File: config.mk
export PLATFORM = sky130hd
export DESIGN_NAME = mem_axi_arb
export DESIGN_NICKNAME = d
export VERILOG_FILES = /design/src/rtl/mem_axi_arb.sv
export SDC_FILE = /design/constraint.sdc
export NUM_CORES = 1
export LEC_CHECK = 0
export CAP_MARGIN = 30
export CORE_AREA = 2 2 219 221
export DETAILED_ROUTE_END_ITERATION = 16
export DIE_AREA = 0 0 221 223
export SLEW_MARGIN = 10
export SYNTH_ARGS = -nofsm -noshare
export SYNTH_HDL_FRONTEND = slang
export SYNTH_SLANG_ARGS = --single-unit
File: constraint.sdc
create_clock -name ap_clk -period 5.88 [get_ports ap_clk]
set_clock_uncertainty 0.1 [all_clocks]
set_input_delay 1.47 -clock ap_clk [delete_from_list [all_inputs] [get_ports ap_clk]]
set_output_delay 1.47 -clock ap_clk [all_outputs]
set_load 0.03 [all_outputs]
File: src/rtl/mem_axi_arb.sv
// Arbitrates NUM_CH AXI4 gmem masters onto one TSIM memory port, one whole burst at a time.
// Define MEM_ARB_FIXED_PRIO_EN for fixed lowest-index priority instead of round-robin.
module mem_axi_arb #(
    parameter int NUM_CH        = 2,
    parameter int MEM_LEN_BITS  = 8,
    parameter int MEM_ADDR_BITS = 32,
    parameter int MEM_DATA_BITS = 64
) (
    input  logic                              ap_clk,
    input  logic                              ap_rst_n,
    input  logic [NUM_CH-1:0]                 m_axi_gmem_ARVALID,
    output logic [NUM_CH-1:0]                 m_axi_gmem_ARREADY,
    input  logic [NUM_CH*MEM_ADDR_BITS-1:0]   m_axi_gmem_ARADDR,
    input  logic [NUM_CH*8-1:0]               m_axi_gmem_ARLEN,
    output logic [NUM_CH-1:0]                 m_axi_gmem_RVALID,
    input  logic [NUM_CH-1:0]                 m_axi_gmem_RREADY,
    output logic [MEM_DATA_BITS-1:0]          m_axi_gmem_RDATA,
    output logic [NUM_CH-1:0]                 m_axi_gmem_RLAST,
    output logic [1:0]                        m_axi_gmem_RRESP,
    input  logic [NUM_CH-1:0]                 m_axi_gmem_AWVALID,
    output logic [NUM_CH-1:0]                 m_axi_gmem_AWREADY,
    input  logic [NUM_CH*MEM_ADDR_BITS-1:0]   m_axi_gmem_AWADDR,
    input  logic [NUM_CH*8-1:0]               m_axi_gmem_AWLEN,
    input  logic [NUM_CH-1:0]                 m_axi_gmem_WVALID,
    output logic [NUM_CH-1:0]                 m_axi_gmem_WREADY,
    input  logic [NUM_CH-1:0]                 m_axi_gmem_WLAST,
    input  logic [NUM_CH*MEM_DATA_BITS-1:0]   m_axi_gmem_WDATA,
    output logic [NUM_CH-1:0]                 m_axi_gmem_BVALID,
    input  logic [NUM_CH-1:0]                 m_axi_gmem_BREADY,
    output logic [1:0]                        m_axi_gmem_BRESP,
    output logic                              mem_req_valid,
    output logic                              mem_req_opcode,
    output logic [MEM_LEN_BITS-1:0]           mem_req_len,
    output logic [MEM_ADDR_BITS-1:0]          mem_req_addr,
    output logic                              mem_wr_valid,
    output logic [MEM_DATA_BITS-1:0]          mem_wr_bits,
    input  logic                              mem_rd_valid,
    input  logic [MEM_DATA_BITS-1:0]          mem_rd_bits,
    output logic                              mem_rd_ready,
    output logic [2:0]                        dbg_state
);

    localparam int CH_W = (NUM_CH > 1) ? $clog2(NUM_CH) : 1;

    generate
        if (MEM_LEN_BITS < 8) begin : g_len_chk
            $error("mem_axi_arb: MEM_LEN_BITS must be >= 8");
        end
        if (NUM_CH < 1 || NUM_CH > 8) begin : g_ch_chk
            $error("mem_axi_arb: NUM_CH must be in 1..8");
        end
    endgenerate

    typedef enum logic [2:0] {
        S_IDLE = 3'd0,
        S_REQ  = 3'd1,
        S_RD   = 3'd2,
        S_WR   = 3'd3,
        S_RESP = 3'd4
    } state_t;

    state_t                     state_q, state_d;
    logic [CH_W-1:0]            gnt_q;
    logic                       op_q;
    logic [7:0]                 len_q;
    logic [MEM_ADDR_BITS-1:0]   addr_q;
    logic [7:0]                 cnt_q;
    logic                       err_q;
    logic [NUM_CH-1:0]          next_wr_q;

    logic [NUM_CH-1:0]          req;
    logic                       gnt_any;
    logic [CH_W-1:0]            gnt_idx;
    logic                       gnt_wr;
    logic                       grant;
    logic                       last_beat;
    logic                       rd_beat;
    logic                       wr_beat;

    assign req = m_axi_gmem_ARVALID | m_axi_gmem_AWVALID;

`ifdef MEM_ARB_FIXED_PRIO_EN
    always_comb begin
        gnt_any = 1'b0;
        gnt_idx = '0;
        for (int i = NUM_CH - 1; i >= 0; i--) begin
            if (req[i]) begin
                gnt_any = 1'b1;
                gnt_idx = CH_W'(i);
            end
        end
    end
`else
    logic [CH_W-1:0] rr_q;
    int              idx;

    // Scan channels starting at rr_q; the first requester found wins.
    always_comb begin
        gnt_any = 1'b0;
        gnt_idx = '0;
        idx     = 0;
        for (int i = 0; i < NUM_CH; i++) begin
            idx = int'(rr_q) + i;
            if (idx >= NUM_CH) idx = idx - NUM_CH;
            if (!gnt_any && req[idx]) begin
                gnt_any = 1'b1;
                gnt_idx = CH_W'(idx);
            end
        end
    end

    always_ff @(posedge ap_clk or negedge ap_rst_n) begin
        if (!ap_rst_n) begin
            rr_q <= '0;
        end else if (grant) begin
            rr_q <= (gnt_idx == CH_W'(NUM_CH - 1)) ? '0 : gnt_idx + 1'b1;
        end
    end
`endif

    // With both AR and AW pending, alternate against the channel's previous op (read first).
    assign gnt_wr    = m_axi_gmem_AWVALID[gnt_idx] &
                       (~m_axi_gmem_ARVALID[gnt_idx] | next_wr_q[gnt_idx]);
    assign grant     = ap_rst_n & (state_q == S_IDLE) & gnt_any;
    assign last_beat = (cnt_q == len_q);
    assign rd_beat   = (state_q == S_RD) & mem_rd_valid & m_axi_gmem_RREADY[gnt_q];
    assign wr_beat   = (state_q == S_WR) & m_axi_gmem_WVALID[gnt_q];
    assign dbg_state = state_q;
    assign m_axi_gmem_RRESP = 2'b00;

    always_ff @(posedge ap_clk or negedge ap_rst_n) begin
        if (!ap_rst_n) begin
            state_q   <= S_IDLE;
            gnt_q     <= '0;
            op_q      <= 1'b0;
            len_q     <= '0;
            addr_q    <= '0;
            cnt_q     <= '0;
            err_q     <= 1'b0;
            next_wr_q <= '0;
        end else begin
            state_q <= state_d;
            if (grant) begin
                gnt_q              <= gnt_idx;
                op_q               <= gnt_wr;
                len_q              <= gnt_wr ? m_axi_gmem_AWLEN[gnt_idx*8 +: 8]
                                             : m_axi_gmem_ARLEN[gnt_idx*8 +: 8];
                addr_q             <= gnt_wr ? m_axi_gmem_AWADDR[gnt_idx*MEM_ADDR_BITS +: MEM_ADDR_BITS]
                                             : m_axi_gmem_ARADDR[gnt_idx*MEM_ADDR_BITS +: MEM_ADDR_BITS];
                cnt_q              <= '0;
                err_q              <= 1'b0;
                next_wr_q[gnt_idx] <= ~gnt_wr;
            end
            if (rd_beat || wr_beat) begin
                cnt_q <= cnt_q + 8'd1;
            end
            if (wr_beat && (m_axi_gmem_WLAST[gnt_q] != last_beat)) begin
                err_q <= 1'b1;
            end
        end
    end

    // Every channel handshake is plain AXI valid/ready: a beat transfers on a cycle where
    // both are high; only the granted channel ever sees a non-zero READY/VALID output.
    always_comb begin
        state_d            = state_q;
        m_axi_gmem_ARREADY = '0;
        m_axi_gmem_AWREADY = '0;
        m_axi_gmem_RVALID  = '0;
        m_axi_gmem_RLAST   = '0;
        m_axi_gmem_RDATA   = '0;
        m_axi_gmem_WREADY  = '0;
        m_axi_gmem_BVALID  = '0;
        m_axi_gmem_BRESP   = 2'b00;
        mem_req_valid      = 1'b0;
        mem_req_opcode     = 1'b0;
        mem_req_len        = '0;
        mem_req_addr       = '0;
        mem_wr_valid       = 1'b0;
        mem_wr_bits        = '0;
        mem_rd_ready       = 1'b0;
        case (state_q)
            S_IDLE: begin
                if (grant) begin
                    m_axi_gmem_ARREADY[gnt_idx] = ~gnt_wr;
                    m_axi_gmem_AWREADY[gnt_idx] = gnt_wr;
                    state_d = S_REQ;
                end
            end
            S_REQ: begin
                mem_req_valid  = 1'b1;
                mem_req_opcode = op_q;
                mem_req_len    = MEM_LEN_BITS'(len_q);
                mem_req_addr   = addr_q;
                state_d        = op_q ? S_WR : S_RD;
            end
            S_RD: begin
                m_axi_gmem_RVALID[gnt_q] = mem_rd_valid;
                m_axi_gmem_RLAST[gnt_q]  = mem_rd_valid & last_beat;
                m_axi_gmem_RDATA         = mem_rd_bits;
                mem_rd_ready             = m_axi_gmem_RREADY[gnt_q];
                if (rd_beat && last_beat) state_d = S_IDLE;
            end
            S_WR: begin
                m_axi_gmem_WREADY[gnt_q] = 1'b1;
                mem_wr_valid             = m_axi_gmem_WVALID[gnt_q];
                mem_wr_bits              = m_axi_gmem_WDATA[gnt_q*MEM_DATA_BITS +: MEM_DATA_BITS];
                if (wr_beat && last_beat) state_d = S_RESP;
            end
            S_RESP: begin
                m_axi_gmem_BVALID[gnt_q] = 1'b1;
                m_axi_gmem_BRESP         = err_q ? 2'b10 : 2'b00;
                if (m_axi_gmem_BREADY[gnt_q]) state_d = S_IDLE;
            end
            default: state_d = S_IDLE;
        endcase
    end

endmodule

---- Word level (Yosys, flattened, before mapping) ----
Index checks and enable logic that the tools add are counted.
storage, ports and cells
  register bits after elaboration ......... 57
  output and inout port bits .............. 191
  word-level logic and storage cells ...... 126
cells by class
  add/subtract/negate cells ............... 5
  magnitude comparators ................... 8
  equality and inequality tests ........... 10
  shift operators ......................... 5
  mux-type cells .......................... 62
  bitwise gates (word level) .............. 15
  reduce and logical (&&, ||, !) cells .... 12
operators with widths
  cell                   number
  $mux W32               4
  $mux W64               2
  $shiftx A128 B8 Y64    1
  $shiftx A64 B7 Y32     2
  $lt A32 B3 Y1 const B  2
  $mux W1                34
  $mux W8                4
  $shiftx A16 B5 Y8      2
  $mux W2                10
  $pmux W3 S5            1
  $mux W3                4
  $add A8 B1 Y8 const B  1
  $and A2 B2 Y2          4
  $eq A8 B8 Y1           1
  $and A1 B1 Y1          7
  $eq A3 B2 Y1 const B   2
  $logic_and A1 B1 Y1    6
  $lt A1 B2 Y1 const B   2
  $ne A2 B1 Y1 const B   2
  $ne A2 B2 Y1 const B   2
  $reduce_and A4 Y1      1
  $reduce_bool A2 Y1     2
  $eq A3 B1 Y1 const B   1
  $eq A3 B3 Y1 const B   1
  16 further kinds       19

---- Depth between registers and ports, before layout ----
  word-level depth ........................ 18
  gate-level depth with buffers ........... 7

---- Worst setup path before layout ----
OpenSTA, ideal clock, no wires.
  kind .................................... input to output
  from .................................... input port m_axi_gmem_AWVALID[0]
  to ...................................... output port m_axi_gmem_ARREADY[1]
  arrival time ............................ 2.745 ns
  path slack .............................. 1.565 ns
  stages on the path ...................... 6
  path buffers ............................ 2
  cells stage by stage .................... nor2_1 -> o22a_1 -> buf_2 -> buf_2 -> nand2_1 -> a21oi_1
between the ends
  word-level cells in the longest chain between the ends .. 17
ends and longest elaborated chain
  item                                         RTL line  text
  start, declared                              20        input logic [NUM_CH-1:0] m_axi_gmem_AWVALID,
  $or A2 B2 Y2                                 80        assign req = m_axi_gmem_ARVALID | m_axi_gmem_AWVALID;
  $mux W1 (implied by the code) (3 in series)  105       if (!gnt_any && req[idx]) begin
  $mux W1                                      105
  $logic_not A1 Y1                             105
  $logic_and A1 B1 Y1                          105
  $mux W1                                      105
  $mux W1 (implied by the code) (2 in series)  123       (~m_axi_gmem_ARVALID[gnt_idx] | next_wr_q[gnt_idx]);
  $not A1 Y1                                   123
  $or A1 B1 Y1                                 123
  $and A1 B1 Y1                                122       assign gnt_wr = m_axi_gmem_AWVALID[gnt_idx] &
  $not A1 Y1                                   185       m_axi_gmem_ARREADY[gnt_idx] = ~gnt_wr;
  $and A2 B2 Y2 (no source line)               --
  $mux W2 *                                    184       if (grant) begin
  $mux W2 *                                    182       case (state_q)
  end, declared                                12        output logic [NUM_CH-1:0] m_axi_gmem_ARREADY,
Mark *: on every way between the ends. The rest lies on a longest branch, timed or not. The select of a mux whose other input is x is not followed.

---- Worst setup path after layout ----
  from .................................... input port m_axi_gmem_ARVALID[1]
  to ...................................... output port m_axi_gmem_ARREADY[0]
between the ends
  word-level cells in the longest chain between the ends .. 17
ends and longest elaborated chain
  item                                         RTL line  text
  start, declared                              11        input logic [NUM_CH-1:0] m_axi_gmem_ARVALID,
  $or A2 B2 Y2                                 80
  $mux W1 (implied by the code) (3 in series)  105
  $mux W1                                      105
  $logic_not A1 Y1                             105
  $logic_and A1 B1 Y1                          105
  $mux W1                                      105
  $mux W1 (implied by the code) (2 in series)  123
  $not A1 Y1                                   123
  $or A1 B1 Y1                                 123
  $and A1 B1 Y1                                122
  $not A1 Y1                                   185
  $and A2 B2 Y2 (no source line)               --
  $mux W2 *                                    184
  $mux W2 *                                    182
Marked as above.

==> flow_summary.toml <==
[run_status]
status = "complete, no violations"

[power]
cellLeakagePower_nw = 4.80
powerDensity_nw_per_um2 = 425
finalPower_mw = 5.13
ir_drop_mv = 0.234

[timing]
tightest_slew_ps = 948
timing_hold_violations_final = 0
period_needed_ps = 5370
grt_setup_unrepaired = "no"
max_slew_margin = 0.368
period_share = 0.914
setup_violations = 0
fmax_mhz = 186
finalMaxSlewViolations = 0
setup_tns_ps = 0

[global_routing]
grt_pass1_vias = 6914
grt_pass1_wl_um = 48900
grt_max_degree = 84
grt_antenna_before_repair = 7
grt-ovfl-total = 0
track_usage = 0.134

[logic_synthesis]
syn_area_um2 = 5620
synth-edff-count = 0
synth_top_cell_by_area = "dfrtp_1"
avgSynthCellArea_um2 = 7.63
async_reset_ff_frac = 1.00
ys_seq_area_frac = 0.254
yosysMostFrequentCell = "and2_1"
yosysTopAreaCellShare = 0.254
yosys_warnings = 0
synthTopCellsByArea = "dfrtp_1 25%, and2_1 16%, mux2i_1 12%"
netlist_instances = 737
synth_common_cells = "145 x and2_1, 130 x nand2_1, 83 x nor2_1, 68 x mux2i_1, 57 x dfrtp_1"
synthDistinctLibCells = 41
synth_flop_cell = "dfrtp_1"
yosys_register_bits = 57

[setup_path]
critical_path.max_stage_delay_ps = 800
cp_top_family = "buffers and inverters"
crit_top_cell = "clkdlybuf4s50_1"
arrival_ps = 3800
crit_chain = "clkdlybuf4s50_1, o41ai_2, nor4_2, and3_1, clkdlybuf4s50_1"
worst_setup_path_start_kind = "input port"
path_max_fanout = 7
timing.rr.start = "dbg_state[2]"
cp_data_required_time_ps = 4310
crit_buf_inv = 2
end_kind = "output pin"
critPathLaunch = "m_axi_gmem_ARVALID[1]"
path_class = "input port to output pin"
critPathSlowestCell = "clkdlybuf4s50_1"

[hold_path]
min-delay-start = "addr_q[0]"
hp-class = "register to register"

[cells_and_area]
synthToLayoutAreaGrowth_pct = 115
fin_area_um2 = 12100
final_cells = 1869
drive_gt1_frac = 0.0543
fin_nets = 1616

[run]
drv_cap = 0

[clocking]
cts_tree = "yes"
cts_resized = 0
htree_levels = 3
clock_path_buffers = 2
post-cts-setup-buffers = 0
numCtsBuffers = 9
cts_sinks = 57
path_clk_slew_ps = 60
root_buffer = "clkbuf_16"
clk_latency_ps = 330
cts_hold_buffers = 0

[die]
die_y_um = 223
start_util = 0.119
dieArea_um2 = 49300
ios = 558
die_w_um = 221
rows = 80
coreArea_um2 = 47100

[drt]
drtIter0Drc = 341
drtPass1Iterations = 4
vias = 7167
wl_per_cell_um = 18.7
ant_nets = 0
wl_um = 34900
drc = 0
routed_via_density = 3.83

[placement]
dp_hpwl_um = 29800
place_area_um2 = 11700
io_buffers = 554
dp.cells = 1852
place.gp.congestion = 0.994
==> cell usage in the layout, fill, tap and decap left out, types with 6 or more instances in the layout <==
cell type and count:
a211oi_1 41, a21oi_1 9, and2_1 145, and3_1 44, buf_4 10, clkbuf_16 9, clkdlybuf4s50_1 550, dfrtp_1 56
mux2i_1 68, nand2_1 129, nor2_1 82, o21ai_0 6, o31ai_1 16, o31ai_2 24, xnor2_1 9
==> registers in the layout, summed over array words and instances, names as in the netlist <==
register,cells
addr_q,32
cnt_q,8
dbg_state,3
err_q,1
gnt_q,1
len_q,8
next_wr_q,2
op_q,1
rr_q,1
==> routing by layer <==
layer	part of all wire	track usage	wire, µm	up-vias
li1	-	-	-	3515
met1	0.46	0.183	16100	3341
met2	0.45	0.212	15800	287
met3	0.076	0.0367	2640	22
met4	0.011	0.0212	380	2
met5	0.00037	0	13	-
==> worst register-to-register path: cells and delay by family, from the launching register on <==
family	cells	cell delay, ps
and+or+nand+nor	2	1060
muxes	1	340
DFF	1	530
AOI/OAI and AO/OA	1	870
==> path summary, 6_finish.rpt <==
path	end	slack [ps]	cells after the start
worst max-delay path	m_axi_gmem_ARREADY[0]	510	5
worst min-delay path	addr_q[0]	370	2
worst max register to register	cnt_q[0]	2880	4
worst min register to register	addr_q[0]	370	2
max in group asynchronous	gnt_q	3770	2
min in group asynchronous	addr_q[31]	1300	2
==> layout make-up <==
class / instances / area, µm²
fill: 5122 / 35100
sequential: 57 / 1430
multi-input combinational: 614 / 3870
inverter: 1 / 3.75
timing repair buffer: 565 / 5670
antenna: 1 / 2.50
clock buffer: 11 / 253
tap: 615 / 769
clock inverter: 5 / 77.6
==> through the flow <==
stage / hold WS [ps] / util / setup WS (ps)
finish: 368 / 0.256 / 506
floorplan: 340 / - / 1560
CTS: 371 / 0.256 / 428
detailed placement: 358 / 0.249 / 457
global placement: 354 / 0.249 / 487
global route: 395 / 0.256 / 303
==> report_power, final <==
group | total, mW | switching (mW) | internal [mW]
Combinational | 3.78 | 2.23 | 1.55
Clock | 0.588 | 0.195 | 0.393
Sequential | 0.762 | 0.188 | 0.575
Total | 5.13 | 2.61 | 2.52
==> kinds of logic (layout without fill, tap and decap cells) <==
group	count (synthesis)	in the layout	share of synthesized area
compound gates	107	107	0.161
xor+xnor	10	10	0.0156
fa+ha+maj	1	1	0.00223
buf+inv	68	582	0.0634
flops	57	57	0.254
mux	70	70	0.125
other cells	1	4	0.000667
simple gates	423	423	0.378
(Power assumes the default switching activity.)
